## src/rtl/fetch_stage.sv

```systemverilog
// RV32I instruction fetch: PC register, imem address drive and IF/ID register.
// Optional FETCH_MISALIGN_TRAP_EN halts fetch on a misaligned redirect target.
module fetch_stage #(
   parameter int unsigned           DATA_WIDTH = 32,
   parameter logic [DATA_WIDTH-1:0] RESET_PC   = '0,
   parameter logic [DATA_WIDTH-1:0] NOP_INSTR  = 32'h0000_0013
) (
   input  logic                  clk,
   input  logic                  rst,
   input  logic                  stall,
   input  logic                  flush,
   input  logic                  redirect,
   input  logic [DATA_WIDTH-1:0] redirect_target,
   output logic [DATA_WIDTH-1:0] imem_addr,
   input  logic [DATA_WIDTH-1:0] imem_data,
   output logic [DATA_WIDTH-1:0] instr_d,
   output logic [DATA_WIDTH-1:0] pc_d,
   output logic [DATA_WIDTH-1:0] pc_plus4_d,
   output logic                  valid_d,
   output logic [31:0]           fetch_count,
   output logic                  misalign_err
);

   typedef enum logic {
      RUN  = 1'b0,
      HALT = 1'b1
   } state_t;

   state_t                state;
   logic [DATA_WIDTH-1:0] pc_f;
   logic [DATA_WIDTH-1:0] pc_next;
   logic [DATA_WIDTH-1:0] target;
   logic                  bad_target;

   assign imem_addr = pc_f;
   assign pc_next   = pc_f + DATA_WIDTH'(4);

`ifdef FETCH_MISALIGN_TRAP_EN
   logic misalign_q;

   assign target       = redirect_target;
   assign bad_target   = redirect_target[1:0] != 2'b00;
   assign misalign_err = misalign_q;
`else
   logic unused_low_bits;

   // Low target bits are dropped so the PC always stays word aligned.
   assign target          = {redirect_target[DATA_WIDTH-1:2], 2'b00};
   assign bad_target      = 1'b0;
   assign misalign_err    = 1'b0;
   assign unused_low_bits = ^redirect_target[1:0];
`endif

   always_ff @(posedge clk or posedge rst) begin
      if (rst) begin
         state       <= RUN;
         pc_f        <= RESET_PC;
         instr_d     <= NOP_INSTR;
         pc_d        <= '0;
         pc_plus4_d  <= '0;
         valid_d     <= 1'b0;
         fetch_count <= '0;
`ifdef FETCH_MISALIGN_TRAP_EN
         misalign_q  <= 1'b0;
`endif
      end else begin
         unique case (state)
            RUN: begin
               if (redirect) begin
                  if (bad_target) begin
                     state <= HALT;
`ifdef FETCH_MISALIGN_TRAP_EN
                     misalign_q <= 1'b1;
`endif
                  end else begin
                     pc_f <= target;
                  end
                  instr_d    <= NOP_INSTR;
                  pc_d       <= '0;
                  pc_plus4_d <= '0;
                  valid_d    <= 1'b0;
               end else if (stall) begin
                  if (flush) begin
                     instr_d    <= NOP_INSTR;
                     pc_d       <= '0;
                     pc_plus4_d <= '0;
                     valid_d    <= 1'b0;
                  end
               end else if (flush) begin
                  pc_f       <= pc_next;
                  instr_d    <= NOP_INSTR;
                  pc_d       <= '0;
                  pc_plus4_d <= '0;
                  valid_d    <= 1'b0;
               end else begin
                  pc_f        <= pc_next;
                  instr_d     <= imem_data;
                  pc_d        <= pc_f;
                  pc_plus4_d  <= pc_next;
                  valid_d     <= 1'b1;
                  fetch_count <= fetch_count + 32'd1;
               end
            end
            HALT: begin
               valid_d <= 1'b0;
            end
            default: begin
               state <= RUN;
            end
         endcase
      end
   end

endmodule

```

## config.mk

```make
export PLATFORM = sky130hd
export DESIGN_NAME = fetch_stage
export DESIGN_NICKNAME = d
export VERILOG_FILES = /design/src/rtl/fetch_stage.sv
export SDC_FILE = /design/constraint.sdc
export NUM_CORES = 1
export LEC_CHECK = 0
export ABC_AREA = 1
export CAP_MARGIN = 25
export CORE_MARGIN = 3
export CORE_UTILIZATION = 47
export DETAILED_ROUTE_END_ITERATION = 12
export HOLD_SLACK_MARGIN = 0.08
export PLACE_DENSITY = 0.9
export SYNTH_ARGS = -nofsm -noshare
export SYNTH_HDL_FRONTEND = slang
export SYNTH_SLANG_ARGS = --single-unit
```

## constraint.sdc

```tcl
create_clock -name clk -period 6 [get_ports clk]
set_clock_uncertainty 0.05 [all_clocks]
set_input_delay 0.6 -clock clk [delete_from_list [all_inputs] [get_ports clk]]
set_output_delay 0.6 -clock clk [all_outputs]
set_load 0.05 [all_outputs]
```

* Word level (Yosys, flattened, before mapping) *
Cells that the tools add are included.

word-level totals
  bits in registers = 162
  bits in latches = 0
  memory bits (writable) = 0
  ROM bits = 0
  input port bits = 69
  output and inout port bits = 162
  logic and storage cells = 38
  memories = 0

operators by class
  add/sub/neg operators = 2
  multiply operators = 0
  div/mod/pow operators = 0
  $lt $le $gt $ge = 0
  eq/ne operators = 3
  shifts and indexed selects = 0
  mux-type cells = 19
  bitwise gates (word level) = 4
  reduce and logical (&&, ||, !) cells = 3

operators with widths
  kind                                            number
  2-to-1 mux 32 bit                               13
  adder 32 x 1 -> 32 bit (second input constant)  1
  adder 32 x 3 -> 32 bit (second input constant)  1
  2-to-1 mux 1 bit                                5
  != test 4 bit (second input constant)           1
  inverter 1 bit                                  4
  AND reduction 2 bit                             2
  AND reduction 4 bit                             1
  != test 3 x 1 -> 1 bit (second input constant)  1
  != test 2 x 1 -> 1 bit (second input constant)  1
  one-hot mux 1 bit (2 select lines)              1

* Depth between registers and ports, before layout *
Gate-level depths: netlist (run 1).

  depth after elaboration = 4
  gate-level depth with buffers = 10
  gate-level depth less buffers = 10

* Worst setup path after synthesis (run 1) *
No wires, ideal clock.

  kind = register to register
  start = register pc_f[3] (netlist: imem_addr[3])
  end = register pc_f[26] (netlist: imem_addr[26])
  library setup time = 0.117 ns
  data arrival time = 1.705 ns
  data required time = 5.833 ns
  path slack = 4.127 ns
  stages on the path, launching flop included = 11
  path buffers = 0
  period minus slack after synthesis = 1.873 ns
  path through = dfrtp_1 ha_1 nand2_2 nor2_4 nand2_4 nor2_4 nand2_1 nand2_1 nand2_1 nand2_1 nand2_1

on the way
  longest elaborated chain between the ends = 3

ends and longest elaborated chain
  element                 line  source
  from (decl)             30    logic [DATA_WIDTH-1:0] pc_f;
  from (signal assigned)  76    pc_f <= target;
  from (signal assigned)  90    pc_f <= pc_next;
  from (signal assigned)  96    pc_f <= pc_next;
  adder 32 x 3 -> 32 bit  36    assign pc_next = pc_f + DATA_WIDTH'(4);
  2-to-1 mux 32 bit       82    end else if (stall) begin
  2-to-1 mux 32 bit       69    if (redirect) begin

No other way between the ends. The select of a mux whose other input is x is not followed.
A chain may end at the register's enable or synchronous reset.

* Worst setup path in the final report (run 1) *
  start = input port redirect
  end = register instr_d[24]

on the way
  longest elaborated chain between the ends = 2
  elaborated cells on any way between the ends = 3
  classes of those cells = 1 x eq/ne; 1 x mux; 1 x reduce/logical

ends and longest elaborated chain
  element                           line  source
  from (decl)                       12    input logic redirect,
  != test 3 x 1 -> 1 bit (no line)  n/a
  AND reduction 2 bit (no line)     n/a
  to (signal assigned)              97    instr_d <= imem_data;
  to (decl)                         16    output logic [DATA_WIDTH-1:0] instr_d,

Several ways; a longest one is shown, not always the timed one.

==> results of run 1 <==
per-layer routing:
metal	global-route usage, %	share of wire, %	vias to the layer above
met5	0	0	-
met4	9.98	3.1	0
met3	7.63	8.0	50
met2	41.6	49	291
met1	30.3	40	3275
li1	-	-	3277
area by class of cell:
cell class,instances,area [um^2]
Sequential cell,156,3910
Fill cell,1191,4980
Clock inverter,11,123
Inverter,90,348
Clock buffer,18,439
Timing Repair Buffer,230,2290
Multi-Input combinational cell,622,3020
Tap cell,211,264
placed cells by master, fill, tap and decap left out, drive strengths merged, types with 2 or more instances in the layout:
master	instances
clkdlybuf4s50	225
o22a	3
dfstp	3
inv	90
nand4	8
nand2	344
a21oi	7
clkbuf	18
buf	5
nand3	39
clkinv	5
nor2	82
nor3	9
xor2	21
a22o	31
bufinv	2
nand3b	2
xnor2	9
conb	3
ha	2
o21ai	53
o211ai	6
dfrtp	153
clkinvlp	4
worst min-delay path: stages, from the launching register on:
cell,delay (ns)
dfrtp_1,0.34
nand2_1,0.05
o21ai_0,0.06
power by group:
group / leakage, nW / internal (mW) / total (mW) / switching [mW]
clock: 0.266 / 0.615 / 1.04 / 0.429
combinational: 2.43 / 0.191 / 0.581 / 0.391
sequential: 2.08 / 1.11 / 1.19 / 0.0735
total: 4.78 / 1.92 / 2.81 / 0.893
state kept, by name, summed over array words and instances, names as in the netlist:
| register | cells |
|---|---|
| valid_d | 1 |
| instr_d | 32 |
| pc_plus4_d | 30 |
| pc_d | 31 |
| imem_addr | 30 |
| fetch_count | 32 |
logic make-up after synthesis:
logic type / count (synthesis)
and+or+nand+nor: 484
DFF: 156
buffers and inverters: 125
AOI/OAI and AO/OA: 103
xor gates and xnor gates: 30
adders and majority gates: 2
other: 1
stage by stage:
stage               total power [mW]  utilization, %  instance area (um^2)  hold slack, ns
finish                          2.81            67.6                 10400           0.428
CTS                             2.82            67.6                 10400           0.433
floorplan                       1.55               -                  7470           0.591
detailed placement              1.78            63.9                  9830           0.417
global route                    2.91            67.6                 10400           0.456
global placement                1.77            63.9                  9830           0.405
worst paths after layout:
path	start	to	slack (ns)	cells past startpoint
hold / removal	pc_d[29]$_DFFE_PP0P_	pc_d[29]$_DFFE_PP0P_	0.43	2
min in group asynchronous	rst	instr_d[6]$_DFFE_PP0P_	0.70	2
setup reg to reg	imem_addr[3]$_DFFE_PP0N_	pc_plus4_d[26]$_DFFE_PP0P_	4.18	10
hold reg to reg	pc_d[29]$_DFFE_PP0P_	pc_d[29]$_DFFE_PP0P_	0.43	2
setup / recovery	redirect	instr_d[24]$_DFFE_PP0P_	2.70	7
max in group asynchronous	rst	fetch_count[24]$_DFFE_PP0P_	3.93	3
==> metrics.yaml, run 1 <==
sta:
  setup_violations: 0
  worst_pin_slew_ns: 0.961
  finalHoldViolations: 0
  final.setup.tns_ns: 0
  rsz0062_at_grt: "no"
  drv_slew: 0
  period_minus_slack_ns: 3.30
  maxSlewHeadroom_pct: 35.8
  fmaxAchievable_ghz: 0.303
  layout_setup_ws_ns: 2.70
  min_period_over_period_pct: 54.9
cts:
  cts_max_path_buffers: 2
  cts_made_buffers: 17
  insertion_delay_ns: 0.43
  cts.clk_slew.worst_paths_ns: 0.06
  ctsResizeCount: 0
  cts_tree: "done"
  cts.sinks: 156
  clock-root-buffer: "clkbuf_16"
  cts_setup_buffers: 0
  hold_buffers: 0
  htreeDepth: 4
synth:
  synth_largest_area_cell: "dfrtp_1"
  synthArstFlopShare_pct: 100
  synth_top_area_share_pct: 51.3
  synth_top_family_by_area: "simple AND/OR/NAND/NOR gates"
  synth_cell_type_count: 34
  ys_ff_latch: 156
  synth_compound_area_share_pct: 8.95
  yosys_warnings: 0
  synth_common_cells: "nand2_1 (338), dfrtp_1 (153), inv_1 (84)"
  synth_ff_type: "dfrtp_1"
  synth_area_leaders: "dfrtp_1 (51%), nand2_1 (17%), inv_1 (4.2%)"
  synth.avg_cell_area_um2: 8.29
  yosysMostFrequentCell: "nand2_1"
  synth_edf_count: 0
  synth_adder_area_share_pct: 0.335
  ys_seq_area_share_pct: 52.3
  yosys.area_share.simple_pct: 27.5
  syn_area_mm2: 0.00747
  synth_xor_area_share_pct: 3.52
  synthMuxAreaShare_pct: 0
  syn-instance-count: 901
pwr:
  power.leakage_nw: 4.78
  p_per_area_mw_per_mm2: 270
  ir_worst_vdd_mv: 0.199
global_route:
  grt_max_degree: 101
  grt_usage_pct: 24.9
  grt.overflow.total: 0
  antenna_found_initial: 0
  grt_pass1_wl_um: 35100
  grt_pass1_vias: 6923
worst_setup_path:
  start_kind: "input pin"
  cp_cell_sequence: "clkdlybuf4s50_1 > buf_4 > nor2_2 > inv_2 > nor2_4 > buf_4 > a22o_1"
  worstPathMaxFanout: 35
  max_stage_delay_ns: 0.82
  critical-path-slowest-cell: "nor2_4"
  cpLargestDelayFamily: "buffers and inverters"
  worstPathArrival_ns: 3.60
  crit_path_frequent_cell: "buf_4"
  path_class: "input pin to flip-flop"
  cp_data_required_time_ns: 6.31
  cp-end-kind: "flip-flop"
  critPathBufInv: 4
run:
  maxCapViolations: 0
route:
  vias_per_cell: 5.15
  wl_per_cell_um: 16.2
  routed_wl_um: 21700
  first_iter_violations: 513
  drc: 0
  vias: 6893
  ant_nets: 0
  drtPass1Iterations: 5
floorplanning:
  die_w_um: 132
  dieArea_mm2: 0.0174
  initial_core_util_pct: 48.6
  core_area_mm2: 0.0154
  die_y_um: 132
  rows: 45
  io_pins: 231
final_layout:
  syn2layout_area_growth_pct: 39.1
  layout-drive-gt1-share_pct: 6.57
  n_antenna_cell: 0
  final_cell_count_no_fill: 1338
  fin_nets: 1188
place:
  numPortBuffers: 225
  dp_cells: 1309
  hpwl_um: 15400
  gp_congestion: 0.931
  dpl_worst_slack_ns: 2.31
min_path:
  hp-class: "flip-flop to flip-flop"
status:
  status: "finished clean"
No activity file was read; power rests on OpenSTA's default activity.
==> run 2, diff against run 1 <==
--- a/config.mk
+++ b/config.mk
@@ -8,10 +8,10 @@
 export ABC_AREA = 1
 export CAP_MARGIN = 25
 export CORE_MARGIN = 3
-export CORE_UTILIZATION = 47
+export CORE_UTILIZATION = 43
 export DETAILED_ROUTE_END_ITERATION = 12
 export HOLD_SLACK_MARGIN = 0.08
-export PLACE_DENSITY = 0.9
+export PLACE_DENSITY = 0.88
 export SYNTH_ARGS = -nofsm -noshare
 export SYNTH_HDL_FRONTEND = slang
 export SYNTH_SLANG_ARGS = --single-unit
==> constraint.sdc (replaced) <==
create_clock -name clk -period 2.95 [get_ports clk]
set_clock_uncertainty 0.05 [all_clocks]
set_input_delay 0.295 -clock clk [delete_from_list [all_inputs] [get_ports clk]]
set_output_delay 0.295 -clock clk [all_outputs]
set_load 0.05 [all_outputs]
==> run 2 against run 1 <==
Compared with the run above: flip-flop and latch count did not move; final cell count rose by 1.3%; sequential share of layout area fell by 0.47 points; critical path depth fell by 6; sequential power rose by 100%; register-to-register slack got worse by 3.1 ns; hold slack got worse by 0.097 ns.
==> metrics.yaml, run 2 (synthesis gave the netlist of run 1 again) <==
final_layout:
  final_cell_mix: "nand2_1 (338), clkdlybuf4s50_1 (225), dfrtp_1 (153)"  # unchanged
  n_antenna_cell: 0  # unchanged
  seq_area_mm2: 0.00391  # unchanged
  layout_commonest_cell: "nand2_1"  # unchanged
  final_cell_count_no_fill: 1356  # was 1338
  multi_input_area_mm2: 0.00302  # unchanged
  syn2layout_area_growth_pct: 40.9  # was 39.1%
  fin_area_mm2: 0.0105  # was 0.0104 mm^2
  post-route-util_pct: 62.6  # was 67.6%
  nFillCells: 1382  # was 1191
  largestRegisters: "fetch_count x32, instr_d x32, pc_d x31"  # unchanged
  layout-drive-gt1-share_pct: 7.13  # was 6.57%
  fin_nets: 1194  # was 1188
cts:
  cts_tree: "done"  # unchanged
  ctsResizeCount: 0  # unchanged
  clock-root-buffer: "clkbuf_16"  # unchanged
  hold_buffers: 0  # unchanged
  htreeDepth: 4  # unchanged
  cts_setup_buffers: 0  # unchanged
  cts_made_buffers: 17  # unchanged
  insertion_delay_ns: 0.42  # was 0.43 ns
  cts_max_path_buffers: 2  # unchanged
  cts.sinks: 156  # unchanged
  cts.clk_slew.worst_paths_ns: 0.06  # about the same
place:
  hpwl_um: 15700  # was 15400 um
  gp_congestion: 0.887  # was 0.931
  dp_cells: 1324  # was 1309
  dpl_worst_slack_ns: 0.523  # was 2.31 ns
  placed_area_mm2: 0.00990  # was 0.00983 mm^2
  numPortBuffers: 225  # unchanged
route:
  vias: 6907  # was 6893
  first_iter_violations: 465  # was 513
  drtPass1Iterations: 8  # was 5
  ant_nets: 0  # unchanged
  wl_per_cell_um: 16.3  # was 16.2 um
  vias_per_cell: 5.09  # was 5.15
  routed_wl_um: 22100  # was 21700 um
  drc: 0  # unchanged
global_route:
  top_usage_layer: "met2"  # unchanged
  grt_pass1_wl_um: 34700  # was 35100 um
  antenna_found_initial: 0  # unchanged
  grt.met1_usage_pct: 28.3  # was 30.3%
  grt.overflow.total: 0  # unchanged
  grt_pass1_vias: 6990  # was 6923
  grt_usage_pct: 23.5  # was 24.9%
  grt_max_degree: 157  # was 101
  met3_usage_pct: 7.67  # was 7.63%
  use_met2_pct: 39.6  # was 41.6%
worst_setup_path:
  max_stage_delay_ns: 0.91  # was 0.82 ns
  cp-end-kind: "output pin"  # was flip-flop
  worstPathMaxFanout: 6  # was 35
  cp_cell_sequence: "clkdlybuf4s50_1"  # was clkdlybuf4s50_1 > buf_4 > nor2_2 > inv_2 > nor2_4 > buf_4 > a22o_1
  cpLargestDelayFamily: "buffers and inverters"  # unchanged
  critical-path-slowest-cell: "clkdlybuf4s50_1"  # was nor2_4
  start_kind: "flip-flop"  # was input pin
  path_class: "flip-flop to output pin"  # was input pin to flip-flop
  critPathBufInv: 1  # was 4
  worstPathArrival_ns: 1.85  # was 3.60 ns
  cp_data_required_time_ns: 2.61  # was 6.31 ns
sta:
  min_period_over_period_pct: 74.5
  period_minus_slack_ns: 2.20
  fmaxAchievable_ghz: 0.455
  maxSlewHeadroom_pct: 37.8  # was 35.8%
  rsz0062_at_grt: "no"  # unchanged
  finalHoldViolations: 0  # unchanged
  layout_setup_ws_ns: 0.752  # was 2.70 ns
  final.setup.tns_ns: 0  # unchanged
  worst_pin_slew_ns: 0.933  # was 0.961 ns
  setup_violations: 0  # unchanged
  drv_slew: 0  # unchanged
floorplanning:
  dieArea_mm2: 0.0190  # was 0.0174 mm^2
  die_w_um: 138  # was 132 um
  rows: 47  # was 45
  initial_core_util_pct: 44.4  # was 48.6%
  core_area_mm2: 0.0168  # was 0.0154 mm^2
  io_pins: 231  # unchanged
  die_y_um: 138  # was 132 um
status:
  status: "finished clean"  # unchanged
pwr:
  ir_worst_vdd_mv: 0.449  # was 0.199 mV
  power.internal_mw: 4.11  # was 1.92 mW
  power.leakage_nw: 4.85  # was 4.78 nW
  power_frac_seq_pct: 40.8  # was 42.2%
  pwr-share-clk_pct: 39.2  # was 37.1%
  p_comb_share_pct: 20.0  # was 20.7%
  p_switching_mw: 1.81  # was 0.893 mW
  p_per_area_mw_per_mm2: 563  # was 270 mW/mm^2
  switching_share_pct: 30.5  # was 31.8%
min_path:
  hp-class: "input pin to asynchronous set/reset pin"  # was flip-flop to flip-flop
run:
  maxCapViolations: 0  # unchanged
## run 2: cell count changes in the layout (fill, tap and decap cells not counted)
cell	before	now
inv_6	2	1
buf_4	5	10
clkbuf_1	0	2
clkinvlp_4	4	2
clkinv_2	3	4
bufinv_16	2	4
buf_12	0	1
clkbuf_8	1	2
## run 2: metal layers
metal	wire length [um]	up-vias
li1	-	3282
met3	2080	37
met5	0	-
met4	325	0
met2	10900	314
met1	8820	3274
## run 2: cell type report
type | count | area share [%]
timing repair buffer | 236 | 22.3
clock inverter | 11 | 1.57
inverter | 90 | 3.29
sequential | 156 | 37.1
tap | 220 | 2.62
multi-input combinational | 622 | 28.7
clock buffer | 21 | 4.38
## run 2: worst paths after layout
check | from | to | slack (ns) | cells past startpoint
min in group clk | redirect_target[8] | imem_addr[8]$_DFFE_PP0N_ | 0.40 | 3
setup / recovery | imem_addr[8]$_DFFE_PP0N_ | imem_addr[8] | 0.75 | 1
setup reg to reg | imem_addr[3]$_DFFE_PP0N_ | pc_plus4_d[16]$_DFFE_PP0P_ | 1.04 | 6
max in group asynchronous | rst | pc_d[1]$_DFFE_PP0P_ | 1.76 | 3
hold / removal | rst | fetch_count[29]$_DFFE_PP0P_ | 0.33 | 3
hold reg to reg | pc_d[9]$_DFFE_PP0P_ | pc_d[9]$_DFFE_PP0P_ | 0.43 | 2
## run 2: metrics by stage
step,hold WS [ns],total power [mW]
global placement,0.405,3.61
CTS,0.386,5.97
global route,0.405,6.16
detailed placement,0.414,3.63
floorplan,0.378,3.16
finish,0.331,5.92
## run 2: power by group through the flow
stage | Combinational (mW) | Clock [mW] | Sequential [mW]
finish | 1.18 | 2.32 | 2.41
global route | 1.27 | 2.46 | 2.43
CTS | 1.19 | 2.36 | 2.41
detailed placement | 1.18 | 0 | 2.45
global placement | 1.17 | 0 | 2.44
floorplan | 0.324 | 0 | 2.83
## run 2: tightest hold or removal path, stage by stage
cell and delay (ns):
clkdlybuf4s50_1 0.44, clkinvlp_4 0.09, buf_12 0.49
==> run 3, diff against run 2 <==
==> constraint.sdc (replaced) <==
create_clock -name clk -period 2 [get_ports clk]
set_clock_uncertainty 0.05 [all_clocks]
set_input_delay 0.2 -clock clk [delete_from_list [all_inputs] [get_ports clk]]
set_output_delay 0.2 -clock clk [all_outputs]
set_load 0.05 [all_outputs]
==> run 3 against run 2 <==
Compared with the run above: final cell count up 0.66%; global-route usage down 0.16 points; utilization up 0.58 points.
==> metrics.yaml, run 3 (synthesis gave the netlist of run 1 again) <==
global_route:
  antenna_found_initial: 0  # unchanged
  grt_usage_pct: 23.3  # was 23.5%
  grt.overflow.total: 0  # unchanged
  grt_max_degree: 56  # was 157
  grt_pass1_vias: 6893  # was 6990
  grt_pass1_wl_um: 34600  # was 34700 um
route:
  vias_per_cell: 5.09  # about the same
  drtPass1Iterations: 5  # was 8
  wl_per_cell_um: 16.3  # about the same
  drc: 0  # unchanged
  ant_nets: 0  # unchanged
  first_iter_violations: 535  # was 465
  vias: 6946  # was 6907
  routed_wl_um: 22300  # was 22100 um
worst_setup_path:
  max_stage_delay_ns: 0.87  # was 0.91 ns
  start_kind: "flip-flop"  # unchanged
  critPathBufInv: 1  # unchanged
  critical_path.startpoint: "fetch_count[30]$_DFFE_PP0P_"  # was imem_addr[8]$_DFFE_PP0N_
  path_class: "flip-flop to output pin"  # unchanged
  worstPathMaxFanout: 5  # was 6
  cp-end-kind: "output pin"  # unchanged
  cp_data_required_time_ns: 1.75  # was 2.61 ns
  r2r-start: "fetch_count[1]$_DFFE_PP0P_"  # was imem_addr[3]$_DFFE_PP0N_
  cp_cell_sequence: "clkdlybuf4s50_1"  # unchanged
  cpLargestDelayFamily: "buffers and inverters"  # unchanged
  critical-path-slowest-cell: "clkdlybuf4s50_1"  # unchanged
  worstPathArrival_ns: 1.71  # was 1.85 ns
sta:
  rsz0062_at_grt: "no"  # unchanged
  finalHoldViolations: 0  # unchanged
  worst_pin_slew_ns: 0.603  # was 0.933 ns
  maxSlewHeadroom_pct: 59.7  # was 37.8%
  min_period_over_period_pct: 98.1
  hold_ws_ns: 0.305  # was 0.331 ns
  drv_slew: 0  # unchanged
  fmaxAchievable_ghz: 0.510
  period_minus_slack_ns: 1.96
  setup_violations: 0  # unchanged
  final.setup.tns_ns: 0  # unchanged
floorplanning:
  die_w_um: 138  # unchanged
  io_pins: 231  # unchanged
  core_area_mm2: 0.0168  # unchanged
  initial_core_util_pct: 44.4  # unchanged
  rows: 47  # unchanged
  dieArea_mm2: 0.0190  # unchanged
  die_y_um: 138  # unchanged
final_layout:
  n_antenna_cell: 0  # unchanged
  multi_input_area_mm2: 0.00302  # unchanged
  syn2layout_area_growth_pct: 42.2  # was 40.9%
  fin_area_mm2: 0.0106  # was 0.0105 mm^2
  layout_commonest_cell: "nand2_1"  # unchanged
  fin_nets: 1204  # was 1194
  largestRegisters: "fetch_count x32, instr_d x32, pc_d x31"  # unchanged
  layout-drive-gt1-share_pct: 8.03  # was 7.13%
  nFillCells: 1356  # was 1382
  final_cell_mix: "nand2_1 (338), clkdlybuf4s50_1 (194), dfrtp_1 (153)"  # was nand2_1 (338), clkdlybuf4s50_1 (225), dfrtp_1 (153)
  seq_area_mm2: 0.00391  # unchanged
pwr:
  p_per_area_mw_per_mm2: 789  # was 563 mW/mm^2
  ir_worst_vdd_mv: 0.643  # was 0.449 mV
  power.leakage_nw: 5.13  # was 4.85 nW
  power_mw: 8.37  # was 5.92 mW
run:
  maxCapViolations: 0  # unchanged
cts:
  cts.sinks: 156  # unchanged
  cts.clk_slew.worst_paths_ns: 0.06  # about the same
  cts_made_buffers: 17  # unchanged
  htreeDepth: 4  # unchanged
  cts_max_path_buffers: 2  # unchanged
  clock-root-buffer: "clkbuf_16"  # unchanged
  insertion_delay_ns: 0.43  # was 0.42 ns
  cts_tree: "done"  # unchanged
place:
  placed_area_mm2: 0.0100  # was 0.00990 mm^2
  hpwl_um: 16300  # was 15700 um
  numPortBuffers: 225  # unchanged
  gp_congestion: 0.887  # about the same
min_path:
  hp-class: "input pin to flip-flop"  # was input pin to asynchronous set/reset pin
  hold_start: "redirect_target[8]"
status:
  status: "finished clean"  # unchanged
run 3: cell types whose count changed in the layout (fill, tap and decap cells not counted), sizes merged, moves of 2 or more:
cell | before | now
bufinv | 4 | 1
clkinv | 6 | 4
dlygate4sd2 | 0 | 9
clkdlybuf4s50 | 225 | 194
dlymetal6s2s | 0 | 19
buf | 11 | 23
clkinvlp | 2 | 7
run 3: cell type report:
class | count | area share, %
repair buffers | 246 | 23.7
well taps | 220 | 2.59
inverters | 90 | 3.26
flip-flops and latches | 156 | 36.8
multi-input cells | 622 | 28.4
clock inverters | 10 | 0.884
clock buffers | 21 | 4.34
run 3: report_power, final:
part | leakage [nW] | total [mW] | internal, mW | switching (mW)
combinational | 2.80 | 1.76 | 0.582 | 1.17
sequential | 2.08 | 3.55 | 3.33 | 0.220
clock | 0.253 | 3.06 | 1.77 | 1.30
total | 5.13 | 8.37 | 5.68 | 2.69
run 3: layer usage:
layer,track usage (%),part of all wire [%],vias up
li1,-,-,3296
met2,40.0,50,312
met3,7.52,9.2,40
met5,0,0,-
met4,8.23,2.0,0
met1,27.6,39,3298
run 3: path summary, 6_finish.rpt:
| path | depth (start not counted) | slack (ns) | end |
|---|---|---|---|
| worst min register to register | 2 | 0.43 | pc_plus4_d[25]$_DFFE_PP0P_ |
| max in group asynchronous | 4 | 0.74 | instr_d[4]$_DFFE_PP1P_ |
| worst min-delay path | 3 | 0.31 | imem_addr[8]$_DFFE_PP0N_ |
| worst max-delay path | 1 | 0.04 | fetch_count[30] |
| min in group asynchronous | 3 | 0.59 | pc_d[4]$_DFFE_PP0P_ |
| worst max register to register | 7 | 0.26 | fetch_count[14]$_DFFE_PP0P_ |
run 3: metrics by stage:
stage	cells	utilization, %	setup WS, ns
final	1365	63.1	0.0386
after global routing	1365	63.1	0.000110
after CTS	1365	62.9	0.00579
after detailed placement	1333	59.6	0.0683
after global placement	1333	59.6	0.133
after floorplan	903	-	-0.220
run 3: repair_timing:
item,in CTS,in global routing
endpoints found under the setup margin,9,19
hold buffers,1,0
gates resized for setup,9,19
endpoints found under the hold margin,2,0
buffers inserted,0,0
==> variant (settings of run 3) <==
Put one more register stage on the output `fetch_count`. The value now appears one clock later. The other outputs are not delayed to match.
--- a/src/rtl/fetch_stage.sv
+++ b/src/rtl/fetch_stage.sv
@@ -25,6 +25,8 @@
       RUN  = 1'b0,
       HALT = 1'b1
    } state_t;
+
+   logic [31:0] fetch_count_s0;
 
    state_t                state;
    logic [DATA_WIDTH-1:0] pc_f;
@@ -59,7 +61,7 @@
          pc_d        <= '0;
          pc_plus4_d  <= '0;
          valid_d     <= 1'b0;
-         fetch_count <= '0;
+         fetch_count_s0 <= '0;
 `ifdef FETCH_MISALIGN_TRAP_EN
          misalign_q  <= 1'b0;
 `endif
@@ -98,7 +100,7 @@
                   pc_d        <= pc_f;
                   pc_plus4_d  <= pc_next;
                   valid_d     <= 1'b1;
-                  fetch_count <= fetch_count + 32'd1;
+                  fetch_count_s0 <= fetch_count_s0 + 32'd1;
                end
             end
             HALT: begin
@@ -111,5 +113,9 @@
       end
    end
 
+   always_ff @(posedge clk) begin
+      fetch_count <= fetch_count_s0;
+   end
+
 endmodule
 
Formal check against the unedited RTL: not equivalent (Yosys sat finds a counterexample within 4 cycles, from zero or initial values and one cycle with rst high).
==> variant against run 3 <==
Worst setup slack improved by 0.018 ns; routed wire length rose by 3.6%; design area rose by 7.4%; worst hold slack got worse by 0.0060 ns; first-iteration DRC count fell by 33%; synthesized area rose by 9.4%; critical path depth did not move; count of clock-buffer cells in the layout fell by 4; non-clock buffer count rose by 3; combinational power fell by 4%; total power rose by 9.9%; final cell count rose by 6.0%; sequential power rose by 18%; sequential cell count rose by 32; critical endpoint is now imem_addr[24]; largest cell class unchanged; largest power group unchanged.
==> variant: results (changes against run 3) <==
[synthesis]
yosys_warnings=0  ; unchanged
async_reset_ff_frac=0.8298  ; -0.1702
synth_cell_types=33  ; -2.9%
syn-instance-count=970  ; +7.7%
synthTopCellsByCount=356 x nand2_1, 153 x dfrtp_1, 101 x inv_1, 81 x nor2_1, 46 x o21ai_0
yosysSeqAreaShare=0.5567  ; +0.03337
dominantRegCellSynth=dfrtp_1
synthTopCellsByArea=dfrtp_1 47%, nand2_1 16%, dfxtp_1 7.8%, inv_1 4.6%, nor2_1 3.7%

[setup_path]
timing.rr.end=pc_plus4_d[24]$_DFFE_PP0P_
critPathSlowestCell=clkdlybuf4s50_1
ff2ff_setup_slack_ns=0.16  ; -0.10 ns
reg2reg_depth=10  ; +3
crit_fanout=5  ; unchanged
r2r-start=imem_addr[3]$_DFFE_PP0N_
max_stage_delay_ns=0.83  ; -0.04 ns
cp_top_family=buffers and inverters
worstPathArrival_ns=1.69  ; -0.02 ns

[timing]
fin_tns_setup_ns=0  ; unchanged
setup_ws_ns=0.05629  ; +0.01771 ns
worst_pin_slew_ns=0.5917  ; -0.01139 ns
hold_ws_ns=0.2992  ; -0.006007 ns

[hold_path]
hp-class=in -> reg
min_from=redirect_target[2]
holdPathEnd=imem_addr[2]$_DFFE_PP0N_
whs_path_depth=3  ; unchanged

[clock_network]
clk_path_buf_depth=2  ; unchanged
numCtsBuffers=17  ; unchanged
post-cts-setup-buffers=0  ; unchanged
clk_latency_ns=0.44
cts_max_level=4  ; unchanged
clk_pin_slew_worst_paths_ns=0.07
cts-root-buf=clkbuf_16

[power]
ir_worst_vdd_v=0.0006019  ; -6.4%
p_leak_uw=0.005483  ; +6.8%
p_int_uw=6318  ; +11%

[finish]
reg_top3=fetch_count (32), fetch_count_s0 (32), instr_d (32)
drive_gt1_frac=0.07307  ; -0.007279
antenna_cells=0  ; unchanged
finish.net_count=1276  ; +6.0%

[detailed_routing]
drtIter0Drc=358  ; -33%
viasPerCell=5.023  ; -1.3%
firstDrtPassIters=5  ; unchanged
wire_per_inst_um=15.98  ; -2.2%

[place]
portBuffers=225  ; unchanged
placed_cell_area_mm2=0.01080  ; +7.8%
dp_slack_ns=0.06466  ; -0.003661 ns
gp_congestion=0.9914  ; +12%
hpwl_um=17260  ; +6.1%

[global_route]
track_usage=0.2278  ; -0.005684
grt_pass1_vias=7257  ; +5.3%
grt_pass1_wl_um=37080  ; +7.1%
antenna_found_initial=1  ; +1
grt_max_degree=70  ; +25%

[status]
run_status=complete, no violations

[job]
cap_violations=0  ; unchanged

-- variant: changes by cell type after synthesis, moves of 3 or more --
cell,run 3,this run
dfxtp_1,0,32
nor2_1,61,81
nand2_1,338,356
inv_1,84,101
nand3_1,38,29
o21ai_1,2,10
nor3_1,7,1
nor2_4,11,6
o21ai_0,51,46
a21oi_1,7,10
-- variant: area by class of cell --
| type | count | area, um^2 |
|---|---|---|
| fill | 1498 | 6928 |
| timing repair buffer | 249 | 2562 |
| clock inverter | 15 | 152.6 |
| tap | 229 | 286.5 |
| clock buffer | 17 | 425.4 |
| multi-input combinational | 644 | 3030 |
| sequential | 188 | 4548 |
| inverter | 105 | 397.9 |
-- variant: worst max path at each step --
stage / startpoint / end / slack, ns / cells past startpoint
5_1_grt: imem_addr[3]$_DFFE_PP0N_ / pc_plus4_d[16]$_DFFE_PP0P_ / -0.002 / 8
2_1_floorplan: rst / fetch_count_s0[0]$_DFFE_PP0P_ / -0.22 / 1
3_3_place_gp: flush / fetch_count_s0[29]$_DFFE_PP0P_ / 0.15 / 10
6_report: imem_addr[24]$_DFFE_PP0N_ / imem_addr[24] / 0.06 / 1
4_1_cts: imem_addr[4]$_DFFE_PP0N_ / imem_addr[4] / 0.01 / 1
3_5_place_dp: flush / fetch_count_s0[29]$_DFFE_PP0P_ / 0.06 / 10
-- variant: routing by layer --
| metal | wire [um] | up-vias | global-route usage |
|---|---|---|---|
| met2 | 11550 | 288 | 0.3841 |
| met1 | 8957 | 3426 | 0.2726 |
| li1 | - | 3494 | - |
| met3 | 1852 | 58 | 0.07121 |
| met4 | 740 | 2 | 0.08870 |
| met5 | 18 | - | 0 |
-- variant: timing repair --
action / 4_1_cts / 5_1_grt
hold buffers: 1 / 0
setup endpoints to repair: 14 / 17
resized for setup: 14 / 15
hold endpoints to repair: 12 / 0
gates cloned: 0 / 0
-- variant: logic make-up after synthesis --
kind of cell	share of synthesized area
AO/OA/AOI/OAI	0.08530
buffers and inverters	0.07397
adder cells (fa/ha/maj)	0.003062
flip-flops	0.5567
other	0.0004590
XOR/XNOR	0.03109
AND/OR/NAND/NOR	0.2495
-- variant: per-stage QoR --
stage                     std cells  utilization
final                          1447       0.6221
after global routing           1447       0.6221
after CTS                      1447       0.6200
after detailed placement       1414       0.5889
after global placement         1414       0.5889
after floorplan                 972            -
-- variant: power by group through the flow --
stage,clock (uW),sequential (uW),combinational [uW]
6_report,3320,4200,1690
5_1_grt,3560,4230,1800
4_1_cts,3380,4200,1700
3_5_place_dp,0,4270,1710
3_3_place_gp,0,4260,1680
2_1_floorplan,0,4810,458
